$ cat src/rtl/lidar_scan_ctrl_pkg.sv
`default_nettype none
// ============================================================================
// Package    : lidar_ctrl_pkg
// Description: Shared types and constants for the LiDAR scan controller:
//              controller state encoding, sensor command/response bytes,
//              response descriptor length and a small saturating helper.
// Build macro: LIDAR_PKT_COUNT_EN (consumed by lidar_scan_ctrl)
// Revision   : 1.0 - initial release
// ============================================================================
package lidar_ctrl_pkg;

  typedef enum logic [3:0] {
    IDLE        = 4'd0,
    SEND_START0 = 4'd1,
    SEND_START1 = 4'd2,
    WAIT_RESP   = 4'd3,
    SCANNING    = 4'd4,
    SEND_STOP0  = 4'd5,
    SEND_STOP1  = 4'd6,
    DRAIN       = 4'd7,
    ERROR       = 4'd8
  } ctrl_state_t;

  localparam logic [7:0] CMD_SYNC   = 8'hA5;
  localparam logic [7:0] CMD_START  = 8'h60;
  localparam logic [7:0] CMD_STOP   = 8'h65;
  localparam logic [7:0] RESP_SYNC2 = 8'h5A;

  // Start response descriptor length in bytes.
  localparam int RESP_LEN = 7;

  // Two-bit increment that sticks at 3.
  function automatic logic [1:0] sat_inc2(input logic [1:0] v);
    return (v == 2'd3) ? v : v + 2'd1;
  endfunction

endpackage
`default_nettype wire

$ cat src/rtl/lidar_scan_ctrl_if.sv
`default_nettype none
// ============================================================================
// Interface  : lidar_scan_ctrl_if
// Description: Groups the UART TX/RX byte streams and the packet parser
//              handshake seen by the scan controller.
// Ports      : tx_data_out/tx_valid_out/tx_ready_in - command bytes to UART TX
//              rx_data_in/rx_valid_in               - bytes from UART RX
//              packet_done_in/parser_en_out         - parser pulse / enable
// Modports   : master = controller side, slave = peripheral side
// Revision   : 1.0 - initial release
// ============================================================================
interface lidar_scan_ctrl_if;

  logic [7:0] tx_data_out;
  logic       tx_valid_out;
  logic       tx_ready_in;
  logic [7:0] rx_data_in;
  logic       rx_valid_in;
  logic       packet_done_in;
  logic       parser_en_out;

  modport master (
    output tx_data_out, tx_valid_out, parser_en_out,
    input  tx_ready_in, rx_data_in, rx_valid_in, packet_done_in
  );

  modport slave (
    input  tx_data_out, tx_valid_out, parser_en_out,
    output tx_ready_in, rx_data_in, rx_valid_in, packet_done_in
  );

endinterface
`default_nettype wire

$ cat src/rtl/lidar_timeout_timer.sv
`default_nettype none
// ============================================================================
// Module     : lidar_timeout_timer
// Description: Cycle counter that pulses expired_out for one cycle when it
//              has counted LIMIT enabled cycles since the last clear.
// Ports      : clk_in, rst_in   - clock, synchronous active-high reset
//              clear_in         - restart count from zero (wins over enable)
//              enable_in        - count this cycle
//              expired_out      - single-cycle expiry pulse
// Revision   : 1.0 - initial release
// ============================================================================
module lidar_timeout_timer #(
  parameter int LIMIT = 100
) (
  input  logic clk_in,
  input  logic rst_in,
  input  logic clear_in,
  input  logic enable_in,
  output logic expired_out
);

  localparam int         W    = $clog2(LIMIT) + 1;
  localparam logic [W-1:0] LAST = W'(LIMIT - 1);

  logic [W-1:0] count_q, count_d;

  assign expired_out = enable_in && !clear_in && (count_q == LAST);

  always_comb begin
    count_d = count_q;
    if (clear_in) begin
      count_d = '0;
    end else if (enable_in) begin
      // Wrap on expiry so the pulse cannot repeat on the next cycle.
      count_d = expired_out ? '0 : count_q + 1'b1;
    end
  end

  always_ff @(posedge clk_in) begin
    if (rst_in) count_q <= '0;
    else        count_q <= count_d;
  end

endmodule
`default_nettype wire

$ cat src/rtl/lidar_scan_ctrl.sv
`default_nettype none
// ============================================================================
// Module     : lidar_scan_ctrl
// Description: Sequences LiDAR start/stop commands over UART TX, validates
//              the start response descriptor, enables the packet parser and
//              supervises packet flow with a retrying watchdog.
// Ports      : clk_in, rst_in          - clock, synchronous active-high reset
//              start_scan_in           - scan start request pulse
//              stop_scan_in            - scan stop request pulse
//              bus (master)            - UART TX/RX + parser handshake
//              scanning_out, error_out - status
//              retry_count_out         - consecutive retry count (sat. at 3)
//              pkt_count_out           - packets seen while scanning
// Build macro: LIDAR_PKT_COUNT_EN - enables the saturating packet counter;
//              otherwise pkt_count_out is tied to zero.
// Revision   : 1.0 - initial release
// ============================================================================
module lidar_scan_ctrl
  import lidar_ctrl_pkg::*;
#(
  parameter int TIMEOUT_CYCLES = 10_000_000,
  parameter int MAX_RETRIES    = 3,
  parameter int DRAIN_CYCLES   = 1_000_000
) (
  input  logic                clk_in,
  input  logic                rst_in,
  input  logic                start_scan_in,
  input  logic                stop_scan_in,
  lidar_scan_ctrl_if.master   bus,
  output logic                scanning_out,
  output logic                error_out,
  output logic [1:0]          retry_count_out,
  output logic [15:0]         pkt_count_out
);

  ctrl_state_t state_q, state_d;
  logic [1:0]  retry_q, retry_d;
  logic [2:0]  idx_q, idx_d;
  logic        restart_q, restart_d;
  logic        stop_pend_q, stop_pend_d;

  logic in_send, tx_fire, in_wd, resp_last, wd_clear, wd_expired, dr_expired;

  assign in_send   = (state_q == SEND_START0) || (state_q == SEND_START1) ||
                     (state_q == SEND_STOP0)  || (state_q == SEND_STOP1);
  assign tx_fire   = in_send && bus.tx_ready_in;
  assign in_wd     = (state_q == WAIT_RESP) || (state_q == SCANNING);
  assign resp_last = (state_q == WAIT_RESP) && bus.rx_valid_in &&
                     (idx_q == 3'(RESP_LEN - 1));
  // Outside the supervised states the watchdog is held at zero, so every
  // entry into WAIT_RESP or SCANNING starts from a clean count.
  assign wd_clear  = !in_wd || resp_last ||
                     ((state_q == SCANNING) && bus.packet_done_in);

  lidar_timeout_timer #(.LIMIT(TIMEOUT_CYCLES)) u_watchdog (
    .clk_in      (clk_in),
    .rst_in      (rst_in),
    .clear_in    (wd_clear),
    .enable_in   (in_wd),
    .expired_out (wd_expired)
  );

  lidar_timeout_timer #(.LIMIT(DRAIN_CYCLES)) u_drain (
    .clk_in      (clk_in),
    .rst_in      (rst_in),
    .clear_in    (state_q != DRAIN),
    .enable_in   (state_q == DRAIN),
    .expired_out (dr_expired)
  );

  // State register
  always_ff @(posedge clk_in) begin
    if (rst_in) begin
      state_q     <= IDLE;
      retry_q     <= 2'd0;
      idx_q       <= 3'd0;
      restart_q   <= 1'b0;
      stop_pend_q <= 1'b0;
    end else begin
      state_q     <= state_d;
      retry_q     <= retry_d;
      idx_q       <= idx_d;
      restart_q   <= restart_d;
      stop_pend_q <= stop_pend_d;
    end
  end

  // Next-state logic
  always_comb begin
    state_d     = state_q;
    retry_d     = retry_q;
    idx_d       = (state_q == WAIT_RESP) ? idx_q : 3'd0;
    restart_d   = restart_q;
    stop_pend_d = stop_pend_q;
    case (state_q)
      IDLE: begin
        stop_pend_d = 1'b0;
        if (start_scan_in && !stop_scan_in) begin
          state_d   = SEND_START0;
          retry_d   = 2'd0;
          restart_d = 1'b0;
        end
      end
      SEND_START0, SEND_START1: begin
        if (stop_scan_in) begin
          stop_pend_d = 1'b1;
          restart_d   = 1'b0;
        end
        // The byte on the wire always completes before redirecting.
        if (tx_fire) begin
          if (stop_scan_in || stop_pend_q) state_d = SEND_STOP0;
          else if (state_q == SEND_START0) state_d = SEND_START1;
          else                             state_d = WAIT_RESP;
        end
      end
      WAIT_RESP: begin
        if (stop_scan_in) begin
          restart_d = 1'b0;
          state_d   = SEND_STOP0;
        end else if (wd_expired) begin
          if (int'(retry_q) < MAX_RETRIES) begin
            retry_d = sat_inc2(retry_q);
            state_d = SEND_START0;
          end else begin
            state_d = ERROR;
          end
        end else if (bus.rx_valid_in) begin
          if (resp_last) begin
            state_d = SCANNING;
            retry_d = 2'd0;
          end else if (idx_q == 3'd0 || idx_q == 3'd1) begin
            // A byte that breaks the sync pair is re-tried as byte 0.
            if (idx_q == 3'd1 && bus.rx_data_in == RESP_SYNC2) idx_d = 3'd2;
            else if (bus.rx_data_in == CMD_SYNC)               idx_d = 3'd1;
            else                                               idx_d = 3'd0;
          end else begin
            idx_d = idx_q + 3'd1;
          end
        end
      end
      SCANNING: begin
        if (stop_scan_in) begin
          restart_d = 1'b0;
          state_d   = SEND_STOP0;
        end else if (wd_expired) begin
          if (int'(retry_q) < MAX_RETRIES) begin
            retry_d   = sat_inc2(retry_q);
            restart_d = 1'b1;
            state_d   = SEND_STOP0;
          end else begin
            state_d = ERROR;
          end
        end
      end
      SEND_STOP0: begin
        stop_pend_d = 1'b0;
        if (tx_fire) state_d = SEND_STOP1;
      end
      SEND_STOP1: begin
        if (tx_fire) state_d = DRAIN;
      end
      DRAIN: begin
        if (dr_expired) begin
          state_d   = restart_q ? SEND_START0 : IDLE;
          restart_d = 1'b0;
        end
      end
      ERROR: begin
        if (stop_scan_in) begin
          restart_d = 1'b0;
          state_d   = IDLE;
        end else if (start_scan_in) begin
          retry_d = 2'd0;
          state_d = SEND_START0;
        end
      end
      default: state_d = IDLE;
    endcase
  end

  // Output logic
  always_comb begin
    bus.tx_valid_out  = in_send;
    bus.tx_data_out   = 8'h00;
    bus.parser_en_out = (state_q == SCANNING);
    scanning_out      = (state_q == SCANNING);
    error_out         = (state_q == ERROR);
    retry_count_out   = retry_q;
    case (state_q)
      SEND_START0, SEND_STOP0: bus.tx_data_out = CMD_SYNC;
      SEND_START1:             bus.tx_data_out = CMD_START;
      SEND_STOP1:              bus.tx_data_out = CMD_STOP;
      default:                 bus.tx_data_out = 8'h00;
    endcase
  end

`ifdef LIDAR_PKT_COUNT_EN
  logic [15:0] pkt_q, pkt_d;
  logic        pkt_clr;

  // Only user-initiated starts reset the count; watchdog restarts keep it.
  assign pkt_clr = ((state_q == IDLE) || (state_q == ERROR)) &&
                   start_scan_in && !stop_scan_in;

  always_comb begin
    pkt_d = pkt_q;
    if (pkt_clr)
      pkt_d = 16'h0000;
    else if ((state_q == SCANNING) && bus.packet_done_in && (pkt_q != 16'hFFFF))
      pkt_d = pkt_q + 16'h0001;
  end

  always_ff @(posedge clk_in) begin
    if (rst_in) pkt_q <= 16'h0000;
    else        pkt_q <= pkt_d;
  end

  assign pkt_count_out = pkt_q;
`else
  assign pkt_count_out = 16'h0000;
`endif

endmodule
`default_nettype wire
$ cat src/flat_wrapper.sv
// flat-port wrapper written by rule: the top's interface ports become plain ports
module lidar_scan_ctrl_flat import lidar_ctrl_pkg::*;
#(
  parameter int TIMEOUT_CYCLES = 10_000_000,
  parameter int MAX_RETRIES    = 3,
  parameter int DRAIN_CYCLES   = 1_000_000
)
  (clk_in, rst_in, start_scan_in, stop_scan_in, scanning_out, error_out, retry_count_out, pkt_count_out, bus_tx_data_out, bus_tx_valid_out, bus_parser_en_out, bus_tx_ready_in, bus_rx_data_in, bus_rx_valid_in, bus_packet_done_in);
  lidar_scan_ctrl_if bus_i ();
  input  logic clk_in;
  input  logic rst_in;
  input  logic start_scan_in;
  input  logic stop_scan_in;
  output logic scanning_out;
  output logic error_out;
  output logic [1:0] retry_count_out;
  output logic [15:0] pkt_count_out;
  output wire logic [$bits(bus_i.tx_data_out)-1:0] bus_tx_data_out;
  output wire logic [$bits(bus_i.tx_valid_out)-1:0] bus_tx_valid_out;
  output wire logic [$bits(bus_i.parser_en_out)-1:0] bus_parser_en_out;
  input wire logic [$bits(bus_i.tx_ready_in)-1:0] bus_tx_ready_in;
  input wire logic [$bits(bus_i.rx_data_in)-1:0] bus_rx_data_in;
  input wire logic [$bits(bus_i.rx_valid_in)-1:0] bus_rx_valid_in;
  input wire logic [$bits(bus_i.packet_done_in)-1:0] bus_packet_done_in;
  assign bus_tx_data_out = bus_i.tx_data_out;
  assign bus_tx_valid_out = bus_i.tx_valid_out;
  assign bus_parser_en_out = bus_i.parser_en_out;
  assign bus_i.tx_ready_in = bus_tx_ready_in;
  assign bus_i.rx_data_in = bus_rx_data_in;
  assign bus_i.rx_valid_in = bus_rx_valid_in;
  assign bus_i.packet_done_in = bus_packet_done_in;
  lidar_scan_ctrl #(.TIMEOUT_CYCLES(TIMEOUT_CYCLES), .MAX_RETRIES(MAX_RETRIES), .DRAIN_CYCLES(DRAIN_CYCLES)) u_core (.clk_in(clk_in), .rst_in(rst_in), .start_scan_in(start_scan_in), .stop_scan_in(stop_scan_in), .bus(bus_i), .scanning_out(scanning_out), .error_out(error_out), .retry_count_out(retry_count_out), .pkt_count_out(pkt_count_out));
endmodule
$ cat config.mk
export PLATFORM = sky130hd
export DESIGN_NAME = lidar_scan_ctrl_flat
export DESIGN_NICKNAME = d
export VERILOG_FILES = /design/src/rtl/lidar_scan_ctrl_pkg.sv /design/src/rtl/lidar_scan_ctrl_if.sv /design/src/rtl/lidar_timeout_timer.sv /design/src/rtl/lidar_scan_ctrl.sv /design/src/flat_wrapper.sv
export SDC_FILE = /design/constraint.sdc
export NUM_CORES = 1
export LEC_CHECK = 0
export BUFFER_PORTS_ARGS = -buffer_cell sky130_fd_sc_hd__clkbuf_2
export CAP_MARGIN = 30
export CORE_MARGIN = 3
export CORE_UTILIZATION = 42
export DETAILED_ROUTE_END_ITERATION = 10
export PLACE_DENSITY_LB_ADDON = 0.2
export SYNTH_ARGS = -nofsm -noshare
export SYNTH_HDL_FRONTEND = slang
export SYNTH_HIERARCHICAL = 1
export SYNTH_SLANG_ARGS = --single-unit
$ cat constraint.sdc
create_clock -name clk_in -period 3.45 [get_ports clk_in]
set_clock_uncertainty 0.1 [all_clocks]
set_input_delay 0.69 -clock clk_in [delete_from_list [all_inputs] [get_ports clk_in]]
set_output_delay 0.69 -clock clk_in [all_outputs]
set_load 0.01 [all_outputs]
==> results.sh <==
export IMPL_ioPinCount=45
export IMPL_ir_worst_vdd_mv=0.257
export IMPL_yosys_warnings=6
export IMPL_reg2reg_depth=11
export IMPL_fin_tns_setup_ns=0
export IMPL_hold_buffers=0
export IMPL_grt_overflow=0
export IMPL_synth_seq_area_share=0.328
export IMPL_die_h_um=97.0
export IMPL_drc=0
export IMPL_yosys_most_used_dff="dfxtp_1"
export IMPL_outcome="finished, final reports clean"
export IMPL_wirelength_um=6930
export IMPL_gr_usage_all_layers=0.154
export IMPL_placed_area_um2=3560
export IMPL_layoutNonFillerInstCount=536
export IMPL_sw_frac_of_total=0.316
export IMPL_cts_resized=0
export IMPL_grt_max_degree=26
export IMPL_min_period_ns=2.89
export IMPL_path_max_fanout=9
export IMPL_cts_sinks=57
export IMPL_start_util=0.441
export IMPL_ant_nets=0
export IMPL_routed_via_density=5.34
export IMPL_combPwrFrac=0.278
export IMPL_critPathArrivalTime_ns=3.07
export IMPL_tightest_slew_ns=0.519
export IMPL_grt_pass1_wl_um=12200
export IMPL_syn_inst=410
export IMPL_place_inst=521
export IMPL_r2r_start="u_core/state_q[0]"
export IMPL_avgRoutedWirePerCell_um=12.9
export IMPL_worstPathCellList="nor4b_4 > or2_2 > and4_2 > nand2_1 > nor3_1 > buf_4 > or2_2 > nand2_1 > a211oi_1 > a21oi_1 > o21ai_1"
export IMPL_switchingPower_uw=610
export IMPL_nFillCells=786
export IMPL_r2r_end="u_core/state_q[0]"
export IMPL_die_w_um=97.0
export IMPL_final_area_um2=3780
export IMPL_crit_slowest_cell="nor4b_4"
export IMPL_cp_required_ns=3.63
export IMPL_drt_iter0_markers=114
export IMPL_dp_hpwl_um=4980
export IMPL_final_common_cell="dfxtp_1"
export IMPL_async_reset_ff_frac=0
export IMPL_crit_type="flip-flop to flip-flop"
export IMPL_rsz0062_at_grt="false"
export IMPL_clk_path_buf_depth=2
export IMPL_intPower_mw=1.32
export IMPL_timing_final_crit_share=0.839
export IMPL_setup_violations_final=0
export IMPL_syn_area_per_cell_um2=8.47
export IMPL_clock_power_share=0.360
export IMPL_slowest_delay_ns=0.53
export IMPL_critical_path_startpoint_type="flip-flop"
export IMPL_power_total_mw=1.93
export IMPL_crit_path_end_kind="flip-flop"
export IMPL_synthesis_area_um2=3470
export IMPL_rows=32
export IMPL_num_vias=2864
export IMPL_final_cell_mix="dfxtp_1, nor2_1, a21oi_1"
export IMPL_antenna_found_initial=0
export IMPL_final_setup_worst_slack_ns=0.556
export IMPL_numCtsBuffers=9
export IMPL_firstDrtPassIters=4
export IMPL_seq_area_um2=1140
export IMPL_gp_congestion=0.911
export IMPL_regToRegSetupSlack_ns=0.56
export IMPL_post_place_ws_ns=0.564
export IMPL_post_cts_buffers=0
export IMPL_multi_input_area_um2=2060
export IMPL_maxCapViolCount=0
export IMPL_die_area_um2=9400
export IMPL_ys_ff_latch=57
export IMPL_cp_endpoint="u_core/state_q[0]"
export IMPL_cts_tree="yes"
export IMPL_cts_max_level=3
export IMPL_finalHoldViolCount=0
export IMPL_power_density_nw_per_um2=511
export IMPL_root_buffer="clkbuf_8"
export IMPL_insertion_delay_ns=0.34
export IMPL_grt_pass1_vias=2626
export IMPL_report_final_slew_viol_count=0
export IMPL_nNetsFinal=451
export IMPL_area_growth_pct=8.86
export IMPL_crit_path_start="u_core/state_q[0]"
export IMPL_hp_class="flip-flop to flip-flop"
export IMPL_post_route_cells_drive_above_1_share=0.161
export IMPL_core_um2=7890
export IMPL_path_clk_slew_ns=0.08
export IMPL_maxSlewHeadroom=0.653
export IMPL_power_frac_seq=0.362
export IMPL_fmax_ghz=0.346
export IMPL_ys_types=71
export IMPL_port_buffers=25
export IMPL_leakage_nw=1.30
export IMPL_synth_edf_count=0
export IMPL_antenna_cells=0
-- stage by stage --
| stage | hold slack [ns] | utilization |
|---|---|---|
| 3_5_place_dp | 0.383 | 0.452 |
| 4_1_cts | 0.393 | 0.480 |
| 2_1_floorplan | 0.348 | - |
| 3_3_place_gp | 0.370 | 0.452 |
| 6_report | 0.391 | 0.480 |
| 5_1_grt | 0.402 | 0.480 |
-- Yosys cell counts (3+ instances only) --
master	count	area, um2
a211oi_1	3	22.5
a21oi_1	26	130
and2_1	3	18.8
and3_1	4	25.0
and4_1	7	61.3
buf_2	10	50.1
buf_4	23	173
buf_6	4	45.0
clkbuf_1	3	11.3
dfxtp_1	57	1140
ha_1	6	75.1
inv_1	15	56.3
mux2i_1	5	50.1
nand2_1	23	86.3
nand2b_1	3	18.8
nand3_1	17	85.1
nand4_1	12	75.1
nor2_1	41	154
nor3_1	11	55.1
nor4_1	9	56.3
nor4b_1	5	43.8
nor4bb_1	4	40.0
o21ai_0	16	80.1
o31ai_1	5	37.5
or2_2	3	18.8
or3_1	14	87.6
or4_1	5	37.5
xnor2_1	15	131
xor2_1	13	114
-- how the worst min path moves through the flow --
stage / start / to / slack, ns / depth (start not counted)
final: u_core/u_watchdog/count_q[24] / u_core/u_watchdog/count_q[24] / 0.39 / 2
after global routing: u_core/u_drain/count_q[19] / u_core/u_drain/count_q[19] / 0.40 / 2
after CTS: u_core/u_drain/count_q[19] / u_core/u_drain/count_q[19] / 0.39 / 2
after global placement: u_core/u_drain/count_q[19] / u_core/u_drain/count_q[19] / 0.37 / 2
after detailed placement: u_core/u_drain/count_q[19] / u_core/u_drain/count_q[19] / 0.38 / 2
after floorplan: u_core/u_drain/count_q[19] / u_core/u_drain/count_q[19] / 0.35 / 2
-- critical path, delay by kind of cell (launching register included) --
kind                   cells  cell delay (ns)
DFF                        1             0.37
AOI/OAI and AO/OA          3             0.48
and+or+nand+nor            7             1.73
buffers and inverters      1             0.17
-- final cells by class --
| class | count | share of cell area |
|---|---|---|
| inverters | 15 | 0.0149 |
| repair buffers | 32 | 0.0470 |
| clock inverters | 5 | 0.0212 |
| multi-input cells | 315 | 0.545 |
| well taps | 102 | 0.0337 |
| flip-flops and latches | 57 | 0.302 |
| clock buffers | 10 | 0.0364 |
-- power by group through the flow --
stage                     clock [mW]  combinational (mW)  sequential (mW)
after floorplan                    0               0.468            0.702
after global placement             0               0.532            0.713
after detailed placement           0               0.536            0.713
after CTS                      0.716               0.538            0.698
after global routing           0.737               0.602            0.701
final                          0.696               0.538            0.699
-- flip-flops by register name, summed over array words and instances (netlist names) --
register / count
u_core/u_watchdog/count_q: 25
u_core/stop_pend_q: 1
u_core/retry_count_out: 2
u_core/u_drain/count_q: 21
u_core/idx_q: 3
u_core/state_q: 4
u_core/restart_q: 1
-- metal layers --
metal  share of wire  track usage
met1            0.49        0.203
met2            0.47        0.242
met3           0.030       0.0411
met4           0.014       0.0518
met5               0            0
-- cell families after synthesis --
kind of cell / Yosys count / synth area share
adder cells (fa/ha/maj): 6 / 0.0216
flip-flops: 57 / 0.328
XOR/XNOR: 28 / 0.0706
buffers and inverters: 56 / 0.0976
AND/OR/NAND/NOR: 184 / 0.318
other: 1 / 0.00108
AO/OA/AOI/OAI: 71 / 0.139
multiplexers: 7 / 0.0241
No activity file was read; power rests on OpenSTA's default activity.
